<file path="src/rtl/dma_pkg.sv">
// Shared DMA types plus the descriptor-sequencer state encoding and default queue depth.
package dma_pkg;

    localparam int unsigned DMA_DESC_DEPTH = 4;

    typedef struct packed {
        logic [31:0] src_addr;
        logic [31:0] dst_addr;
        logic [31:0] num_bytes;
    } s_dma_desc_t;

    typedef struct packed {
        logic active;
        logic done;
    } s_dma_status_t;

    typedef struct packed {
        logic        valid;
        logic [31:0] addr;
    } s_dma_error_t;

    typedef enum logic [1:0] {
        IDLE,
        LAUNCH,
        RUN,
        HALT
    } e_dma_seq_state_t;

endpackage

</file>
<file path="src/rtl/dma_desc_fifo.sv">
// Register-based descriptor queue with a combinationally visible head and a synchronous flush.
module dma_desc_fifo
    import dma_pkg::*;
#(
    parameter int unsigned DEPTH = DMA_DESC_DEPTH,
    parameter type         T     = s_dma_desc_t
) (
    input  logic                     clk,
    input  logic                     rstn,
    input  logic                     push,
    input  T                         din,
    input  logic                     pop,
    input  logic                     flush,
    output T                         head,
    output logic                     full,
    output logic                     empty,
    output logic [$clog2(DEPTH):0]   level
);

    localparam int unsigned PTR_W = $clog2(DEPTH);

    T                 mem_q [DEPTH];
    logic [PTR_W-1:0] rd_ptr_q;
    logic [PTR_W-1:0] wr_ptr_q;
    logic [PTR_W:0]   count_q;
    logic             push_ok;
    logic             pop_ok;

    // A flush wins over everything, so a push in the flush cycle is lost as well.
    assign push_ok = push && !full && !flush;
    assign pop_ok  = pop && !empty && !flush;

    assign full  = (count_q == (PTR_W+1)'(DEPTH));
    assign empty = (count_q == '0);
    assign level = count_q;
    assign head  = mem_q[rd_ptr_q];

    // Pointer and occupancy bookkeeping.
    always_ff @(posedge clk or negedge rstn) begin
        if (!rstn) begin
            rd_ptr_q <= '0;
            wr_ptr_q <= '0;
            count_q  <= '0;
        end else if (flush) begin
            rd_ptr_q <= '0;
            wr_ptr_q <= '0;
            count_q  <= '0;
        end else begin
            if (push_ok) wr_ptr_q <= wr_ptr_q + PTR_W'(1);
            if (pop_ok)  rd_ptr_q <= rd_ptr_q + PTR_W'(1);
            unique case ({push_ok, pop_ok})
                2'b10:   count_q <= count_q + (PTR_W+1)'(1);
                2'b01:   count_q <= count_q - (PTR_W+1)'(1);
                default: count_q <= count_q;
            endcase
        end
    end

    // Storage needs no reset: entries are only read while counted as valid.
    always_ff @(posedge clk) begin
        if (push_ok) mem_q[wr_ptr_q] <= din;
    end

endmodule

</file>
<file path="src/rtl/dma_desc_sequencer.sv">
// Queues descriptors and launches them one at a time into the DMA; tracks completion,
// halts on error and keeps sticky overflow / error / interrupt status.
module dma_desc_sequencer
    import dma_pkg::*;
#(
    parameter int unsigned DESC_DEPTH = DMA_DESC_DEPTH,
    parameter int unsigned CNT_W      = 16
) (
    input  logic                          clk,
    input  logic                          rstn,
    input  logic                          desc_push_i,
    input  s_dma_desc_t                   desc_i,
    output logic                          desc_full_o,
    output logic [$clog2(DESC_DEPTH):0]   desc_level_o,
    input  logic                          abort_i,
    input  logic                          irq_clear_i,
    output logic                          dma_go_o,
    output s_dma_desc_t                   dma_desc_o,
    input  s_dma_status_t                 dma_stats_i,
    input  s_dma_error_t                  dma_error_i,
    output logic                          busy_o,
    output logic [CNT_W-1:0]              done_cnt_o,
    output s_dma_error_t                  err_latched_o,
    output logic                          overflow_o,
    output logic                          irq_o
);

    e_dma_seq_state_t state_q, state_d;
    s_dma_desc_t      desc_q, desc_d;
    logic [CNT_W-1:0] cnt_q, cnt_d;
    s_dma_error_t     err_q, err_d;
    logic             ovf_q, ovf_d;
    logic             irq_q, irq_d;
    logic             done_prev_q;
    logic             err_prev_q;
    logic             done_rise;
    logic             err_rise;
    logic             queue_empty_next;

    logic             fifo_pop;
    s_dma_desc_t      fifo_head;
    logic             fifo_full;
    logic             fifo_empty;
    logic             unused_active;

    assign unused_active = dma_stats_i.active;

    dma_desc_fifo #(
        .DEPTH (DESC_DEPTH),
        .T     (s_dma_desc_t)
    ) u_fifo (
        .clk   (clk),
        .rstn  (rstn),
        .push  (desc_push_i),
        .din   (desc_i),
        .pop   (fifo_pop),
        .flush (abort_i),
        .head  (fifo_head),
        .full  (fifo_full),
        .empty (fifo_empty),
        .level (desc_level_o)
    );

    assign done_rise = dma_stats_i.done && !done_prev_q;
    assign err_rise  = dma_error_i.valid && !err_prev_q;

    // No pop happens in RUN, so the queue is empty afterwards unless something is pushed or
    // the queue is being flushed.
    assign queue_empty_next = abort_i || (fifo_empty && !desc_push_i);

    // Next-state, launch, completion and sticky-status logic.
    always_comb begin
        state_d  = state_q;
        desc_d   = desc_q;
        cnt_d    = cnt_q;
        err_d    = err_q;
        ovf_d    = ovf_q;
        irq_d    = irq_q;
        fifo_pop = 1'b0;

        // Clears first so that any set event below overrides them.
        if (irq_clear_i) begin
            irq_d = 1'b0;
            err_d = '0;
            ovf_d = 1'b0;
        end

        unique case (state_q)
            IDLE: begin
                if (!fifo_empty) begin
                    fifo_pop = 1'b1;
                    if (fifo_head.num_bytes != '0) begin
                        desc_d  = fifo_head;
                        state_d = LAUNCH;
                    end else begin
                        // Zero-length descriptors complete trivially without touching the DMA.
                        cnt_d = cnt_q + CNT_W'(1);
                    end
                end
            end
            LAUNCH: state_d = RUN;
            RUN: begin
                if (err_rise) begin
                    if (irq_clear_i || !err_q.valid) err_d = dma_error_i;
                    irq_d   = 1'b1;
                    state_d = HALT;
                end else if (done_rise) begin
                    cnt_d   = cnt_q + CNT_W'(1);
                    state_d = IDLE;
                    if (queue_empty_next) irq_d = 1'b1;
                end
            end
            HALT: begin
                if (irq_clear_i) state_d = IDLE;
            end
            default: state_d = IDLE;
        endcase

        if (desc_push_i && fifo_full) begin
            ovf_d = 1'b1;
            irq_d = 1'b1;
        end
    end

    // State and status registers.
    always_ff @(posedge clk or negedge rstn) begin
        if (!rstn) begin
            state_q     <= IDLE;
            desc_q      <= '0;
            cnt_q       <= '0;
            err_q       <= '0;
            ovf_q       <= 1'b0;
            irq_q       <= 1'b0;
            done_prev_q <= 1'b0;
            err_prev_q  <= 1'b0;
        end else begin
            state_q     <= state_d;
            desc_q      <= desc_d;
            cnt_q       <= cnt_d;
            err_q       <= err_d;
            ovf_q       <= ovf_d;
            irq_q       <= irq_d;
            done_prev_q <= dma_stats_i.done;
            err_prev_q  <= dma_error_i.valid;
        end
    end

    assign dma_go_o      = (state_q == LAUNCH);
    assign dma_desc_o    = desc_q;
    assign busy_o        = (state_q != IDLE) || !fifo_empty;
    assign desc_full_o   = fifo_full;
    assign done_cnt_o    = cnt_q;
    assign err_latched_o = err_q;
    assign overflow_o    = ovf_q;
    assign irq_o         = irq_q;

endmodule
</file>
<file path="config.mk">
export PLATFORM = sky130hd
export DESIGN_NAME = dma_desc_sequencer
export DESIGN_NICKNAME = d
export VERILOG_FILES = /design/src/rtl/dma_pkg.sv /design/src/rtl/dma_desc_fifo.sv /design/src/rtl/dma_desc_sequencer.sv
export SDC_FILE = /design/constraint.sdc
export NUM_CORES = 1
export LEC_CHECK = 0
export ABC_AREA = 1
export CORE_ASPECT_RATIO = 0.7
export CORE_MARGIN = 2
export CORE_UTILIZATION = 55
export DETAILED_ROUTE_END_ITERATION = 16
export HOLD_SLACK_MARGIN = 0.08
export PLACE_DENSITY = 0.84
export SYNTH_ARGS = -nofsm -noshare
export SYNTH_HDL_FRONTEND = slang
export SYNTH_SLANG_ARGS = --single-unit
</file>
<file path="constraint.sdc">
create_clock -name clk -period 7.3 [get_ports clk]
set_input_delay 0.73 -clock clk [delete_from_list [all_inputs] [get_ports clk]]
set_output_delay 0.73 -clock clk [all_outputs]
set_load 0.05 [all_outputs]
</file>
== Yosys cells after proc, flatten, opt, wreduce, memory -nomap -nowiden ==
Memory sizes are Yosys's and may differ from the RTL's.
Index checks and enable logic that the tools add are counted.
W data, S select, Z words.
Word-level totals
  flip-flop bits (word level): 158
  bits in latches: 0
  memory bits (writable): 384
  bits in read-only memories: 0
  input bits: 136
  memories: 1
Memory list
  u_fifo.mem_q: depth 4, bits a word 96, rd ports 1, clocked after Yosys merged registers in 0, wr ports 1, RTL line dma_desc_fifo.sv:22  | T mem_q [DEPTH];
Cells by class
  add/sub/neg operators: 5
  multipliers: 0
  divide/modulo/power cells: 0
  order comparisons: 0
  eq/ne operators: 13
  shift operators: 0
  mux-type cells: 33
  bitwise gates (word level): 1
  reduce and logical (&&, ||, !) cells: 30
Operator list (number)
  $mux W33: 4
  $mux W16: 4
  $pmux W16 S2: 1
  $reduce_bool A32 Y1: 1
  $mux W2: 9
  $add A16 B1 Y16 const B: 1
  $mux W1: 12
  $ne A2 B2 Y1 const B: 6
  $reduce_bool A2 Y1: 5
  $logic_and A1 B1 Y1: 8
  $pmux W2 S4: 1
  $logic_not A1 Y1: 7
  $eq A2 B2 Y1 const B: 3
  $pmux W3 S2: 1
  $reduce_and A5 Y1: 1
  $add A2 B1 Y2 const B: 2
  $eq A2 B1 Y1 const B: 2
  $reduce_and A4 Y1: 1
  $add A3 B1 Y3 const B: 1
  $eq A3 B3 Y1 const B: 1
  $logic_not A3 Y1: 1
  $logic_or A1 B1 Y1: 3
  $mux W3: 1
  $ne A3 B3 Y1 const B: 1
  5 further kinds: 5

== Longest topological paths before layout ==
  depth in word-level cells: 8
  depth in mapped cells: 17

== Cells and area by module ==
Synthesis repeated with hierarchy kept, for this count alone.
Unflattened totals
  cell total of the unflattened synthesis: 1765
  area total of the unflattened synthesis: 21189.1 µm²
Modules (own cells, without submodules)
  dma_desc_fifo: times used 1, cells an instance 993, area an instance 14619.0 µm²
  dma_desc_sequencer: times used 1, cells an instance 772, area an instance 6570.1 µm²

== Worst setup path before layout ==
No wires, ideal clock.
  path kind: reg-to-reg
  start: register u_fifo.count_q[0] (netlist: u_fifo.level[0])
  end: memory u_fifo.mem_q[0][0] in the netlist's numbering (enable)
  arrival time: 5195 ps
  required time: 6749 ps
  slack: 1554 ps
  stages on the path, launching flop included: 7
  buffers on the path: 0
  cells stage by stage: dfrtp_1 > nor2_1 > nand2_1 > nand2_1 > nor2_1 > inv_1 > nor2_1
On the way
  word-level cells in the longest chain between the ends: 6
Ends and longest elaborated chain
  start, declared: RTL line dma_desc_fifo.sv:25  | logic [PTR_W:0] count_q;
  start signal, assigned: RTL line dma_desc_fifo.sv:52  | 2'b10: count_q <= count_q + (PTR_W+1)'(1);
  start signal, assigned: RTL line dma_desc_fifo.sv:53  | 2'b01: count_q <= count_q - (PTR_W+1)'(1);
  start signal, assigned: RTL line dma_desc_fifo.sv:54  | default: count_q <= count_q;
  $eq A3 B3 Y1: RTL line dma_desc_fifo.sv:33  | assign full = (count_q == (PTR_W+1)'(DEPTH));
  $logic_not A1 Y1: RTL line dma_desc_fifo.sv:30  | assign push_ok = push && !full && !flush;
  $logic_and A1 B1 Y1 (2 in a row): RTL line dma_desc_fifo.sv:30
  $mux W1: RTL line dma_desc_fifo.sv:61  | if (push_ok) mem_q[wr_ptr_q] <= din;
  $mux W1 (not written as such): RTL line dma_desc_fifo.sv:61
  end, declared: RTL line dma_desc_fifo.sv:22
Every way passes these cells.

== Worst setup path after layout ==
  start: register u_fifo.rd_ptr_q[1]
  end: register desc_q, in the netlist dma_desc_o[5]
On the way
  word-level cells in the longest chain between the ends: 3
Ends and longest elaborated chain
  start, declared: RTL line dma_desc_fifo.sv:23  | logic [PTR_W-1:0] rd_ptr_q;
  start signal, assigned: RTL line dma_desc_fifo.sv:50  | if (pop_ok) rd_ptr_q <= rd_ptr_q + PTR_W'(1);
  $mem_v2 Z4 W96 *
  $reduce_bool A32 Y1: RTL line dma_desc_sequencer.sv:92  | if (fifo_head.num_bytes != '0) begin
  $reduce_and A3 Y1 (no line)
  end signal, assigned: RTL line dma_desc_sequencer.sv:138  | desc_q <= desc_d;
  end, declared: RTL line dma_desc_sequencer.sv:29  | s_dma_desc_t desc_q, desc_d;
Every way passes the cells marked *; elsewhere a longest branch is shown, timed or not.
A chain may end at the register's enable or synchronous reset.

==> summary.md <==
| Metric | Value |
|---|---|
| TNS Setup | `0 ps` |
| FP Rows | `59` |
| Post-Syn Nets | `between 1500 and 2000` |
| Fmax | `0.208 GHz` |
| First-pass GRT wire length | `~77 mm` |
| Layout fillers | `roughly 2500` |
| Mapped cell area | `21000 µm²` |
| Arr. time, crit path | `5220 ps` |
| Cells after Synth | `1772` |
| R2r worst-path depth | `13` |
| Critical path capture point type | `flop` |
| Max FO, Critical Path | `between 90 and 100` |
| Critical path endpoint | `dma_desc_o[5]` |
| Synth cell types | `26` |
| Final Critical Period | `around 4800 ps` |
| DRT antenna net count | `0` |
| Core ar. | `about 37000 µm²` |
| Final Max Tran Viols | `0` |
| Ys Warns | `0` |
| Outcome | `completed` |
| 1st-pass router iterations | `5` |
| Initial drt markers | `1310` |
| Max-cap violations | `0` |
| Part of the power in combinational logic | `36.4%` |
| Initial cell density of the core | `56.2%` |
| WL final | `49.4 mm` |
| DR vias | `approximately 14000` |
| Hold Vio Cnt, Final | `0` |
| Die height | `approximately 170 µm` |
| Critical path start-end classification | `flop to flop` |
| Setup bufs post-CTS | `0` |
| Die width | `between 200 and 250 µm` |
| Final Wtd Congestion | `around 0.86` |
| Hold crit path type | `input port to asynchronous set/reset pin` |
| Avg Inst Size Synth | `approximately 12 µm²` |
| CTS Buf Count | `50` |
| Setup violators final | `0` |
| Commonest cells after routing, fill and taps aside | `384 x edfxtp_1, 369 x nand2_1, 286 x clkdlybuf4s50_1` |
| Top-area cell type share of the netlist area | `a little over half` |
| Clock sink total | `approximately 540` |
| Pwr dens | `roughly 410 nW/µm²` |
| Post-cts resize count | `0` |
| Num ports | `289` |
| Antenna violations before repair | `6` |
| Internal | `around 6.5 mW` |
| DR DRC count | `0` |
| Crit path launch | `u_fifo.rd_ptr_q[1]` |
| Sw frac | `around 39%` |
| CTS max path bufs | `3` |
| WHS | `around 140 ps` |
| CP startpoint kind | `flop` |
| Most common cell after layout, fill and taps aside | `edfxtp_1` |
| Synth area leader | `edfxtp_1` |
| Design Power | `10.7 mW` |
| Syn-to-layout area delta | `23.5%` |
| Slew of the pin with the lowest slew margin | `about 1100 ps` |
| Post-synthesis sequential area ratio | `roughly 74%` |
| Fin crit share | `65.7%` |
| Worst reg2reg startpoint | `u_fifo.rd_ptr_q[1]` |
| Sequential power share | `a little under two fifths` |
| Wire per inst | `19.3 µm` |
| P_sw | `around 4.1 mW` |
| Share of layout cells above drive strength 1 | `5.03%` |
| Largest net degree at the start of global routing | `99` |
| Rel. slew slack | `a little under a quarter` |
| Clock skew | `16.1 ps` |
| Reg2reg setup slack | `between 2000 and 3000 ps` |
| Grt total ovfl | `0` |
| Total GRT Usage | `24.8%` |
| Port Buf Inserts | `287` |
| Hold-fix buffers, CTS | `0` |
| Clock share of power | `about a quarter` |
| Worst-Skew Late Latency | `about 560 ps` |
| VDD IR max | `0.348 mV` |
| Reg2Reg Capture Point | `dma_desc_o[5]` |
| Placed instance area | `between 20000 and 25000 µm²` |
| CTS tree | `yes` |
| Unrepaired setup endpoints after global routing | `false` |
| Fin nets | `~2200` |
| Design area | `26000 µm²` |
| DIE AREA | `between 30000 and 40000 µm²` |
| Worst EP required | `around 7700 ps` |
| H-tree depth | `2` |
| Pleak | `approximately 10 nW` |
| Synth area leaders | `edfxtp_1 55%, dfrtp_1 19%, nand2_1 6.6%` |
| CTS root buffer | `clkbuf_16` |
| DP HPWL | `around 29 mm` |
| Vias per std cell | `around 5.5` |
| Vias in the first global route | `about 14000` |
| Flops & latches, synth | `roughly 540` |
| Clock slew seen by the registers of the worst setup and hold paths | `60 ps` |
## sequential cells by signal (all words and copies together), names as in the netlist
signal	count
done_prev_q	1
u_fifo.mem_q	384
dma_desc_o	96
state_q	2
u_fifo.wr_ptr_q	2
u_fifo.rd_ptr_q	2
done_cnt_o	16
u_fifo.level	3
overflow_o	1
irq_o	1
err_latched_o	33
err_prev_q	1
## stage by stage
| stage | instances | setup WS (ps) | util, % |
|---|---|---|---|
| CTS | 2555 | 2440 | 69.3 |
| global placement | 2462 | 2560 | 64.7 |
| finish | 2559 | 2500 | 69.4 |
| global route | 2557 | 2130 | 69.3 |
| floorplan | 1772 | 1550 | - |
| detailed placement | 2462 | 2450 | 64.7 |
## cell type report
cell class	count	area [µm²]	share of cell area, %
multi-input cells	1023	4700	18.1
clock buffers	71	1410	5.44
clock inverters	22	318	1.22
repair buffers	305	3020	11.6
inverters	104	397	1.53
diodes	4	10.0	0.0386
flip-flops and latches	542	15500	59.7
well taps	488	611	2.35
## Yosys cell counts (all sizes together)
cell	instances
clkbuf	52
dfrtp	158
nor3	7
or2	1
nor4	2
a21oi	3
inv	103
fa	1
o21ai	231
ha	5
clkinv	1
nor2	164
edfxtp	384
nand2	369
xnor2	1
buf	51
o22ai	65
nand3	147
nand4	18
xor2	9
## worst min-delay path by stage
stage | cells after the start | slack (ps) | to
detailed placement | 2 | 470 | dma_desc_o[12]
CTS | 1 | 150 | done_cnt_o[11]
finish | 1 | 140 | done_cnt_o[11]
floorplan | 0 | 430 | dma_desc_o[0]
global placement | 2 | 470 | dma_desc_o[9]
global route | 1 | 170 | done_cnt_o[11]
## cells by family after synthesis
group,after synthesis,synth area share (%)
simple gates,708,13.8
xor+xnor,10,0.417
buf+inv,207,4.18
fa+ha+maj,6,0.393
compound gates,299,7.51
flops,542,73.7
## worst max-delay path: stages (launching register included)
cell and delay (ps):
dfrtp_4 780, clkinv_2 880, buf_4 590, nand3_1 150, nand2_1 90, nand2_1 100, nor2_1 50, nand2_1 60
nor2_1 60, nand2_1 130, nand3_4 820, buf_12 600, nand2_1 120, o21ai_0 90
## metal layers
layer  track usage (%)  part of all wire, %
met1              32.3                   41
met2              41.6                   49
met3              5.34                  7.2
met4              8.37                  2.9
met5              1.09                0.053
## power groups by stage
stage               Sequential [mW]  Combinational [mW]  Clock [mW]
CTS                            4.05                3.90        2.77
floorplan                      5.08                1.64           0
finish                         4.05                3.89        2.73
global placement               4.09                3.77           0
global route                   4.10                4.20        2.90
detailed placement             4.10                3.87           0
Note: power is estimated with default switching activity, not from simulation.
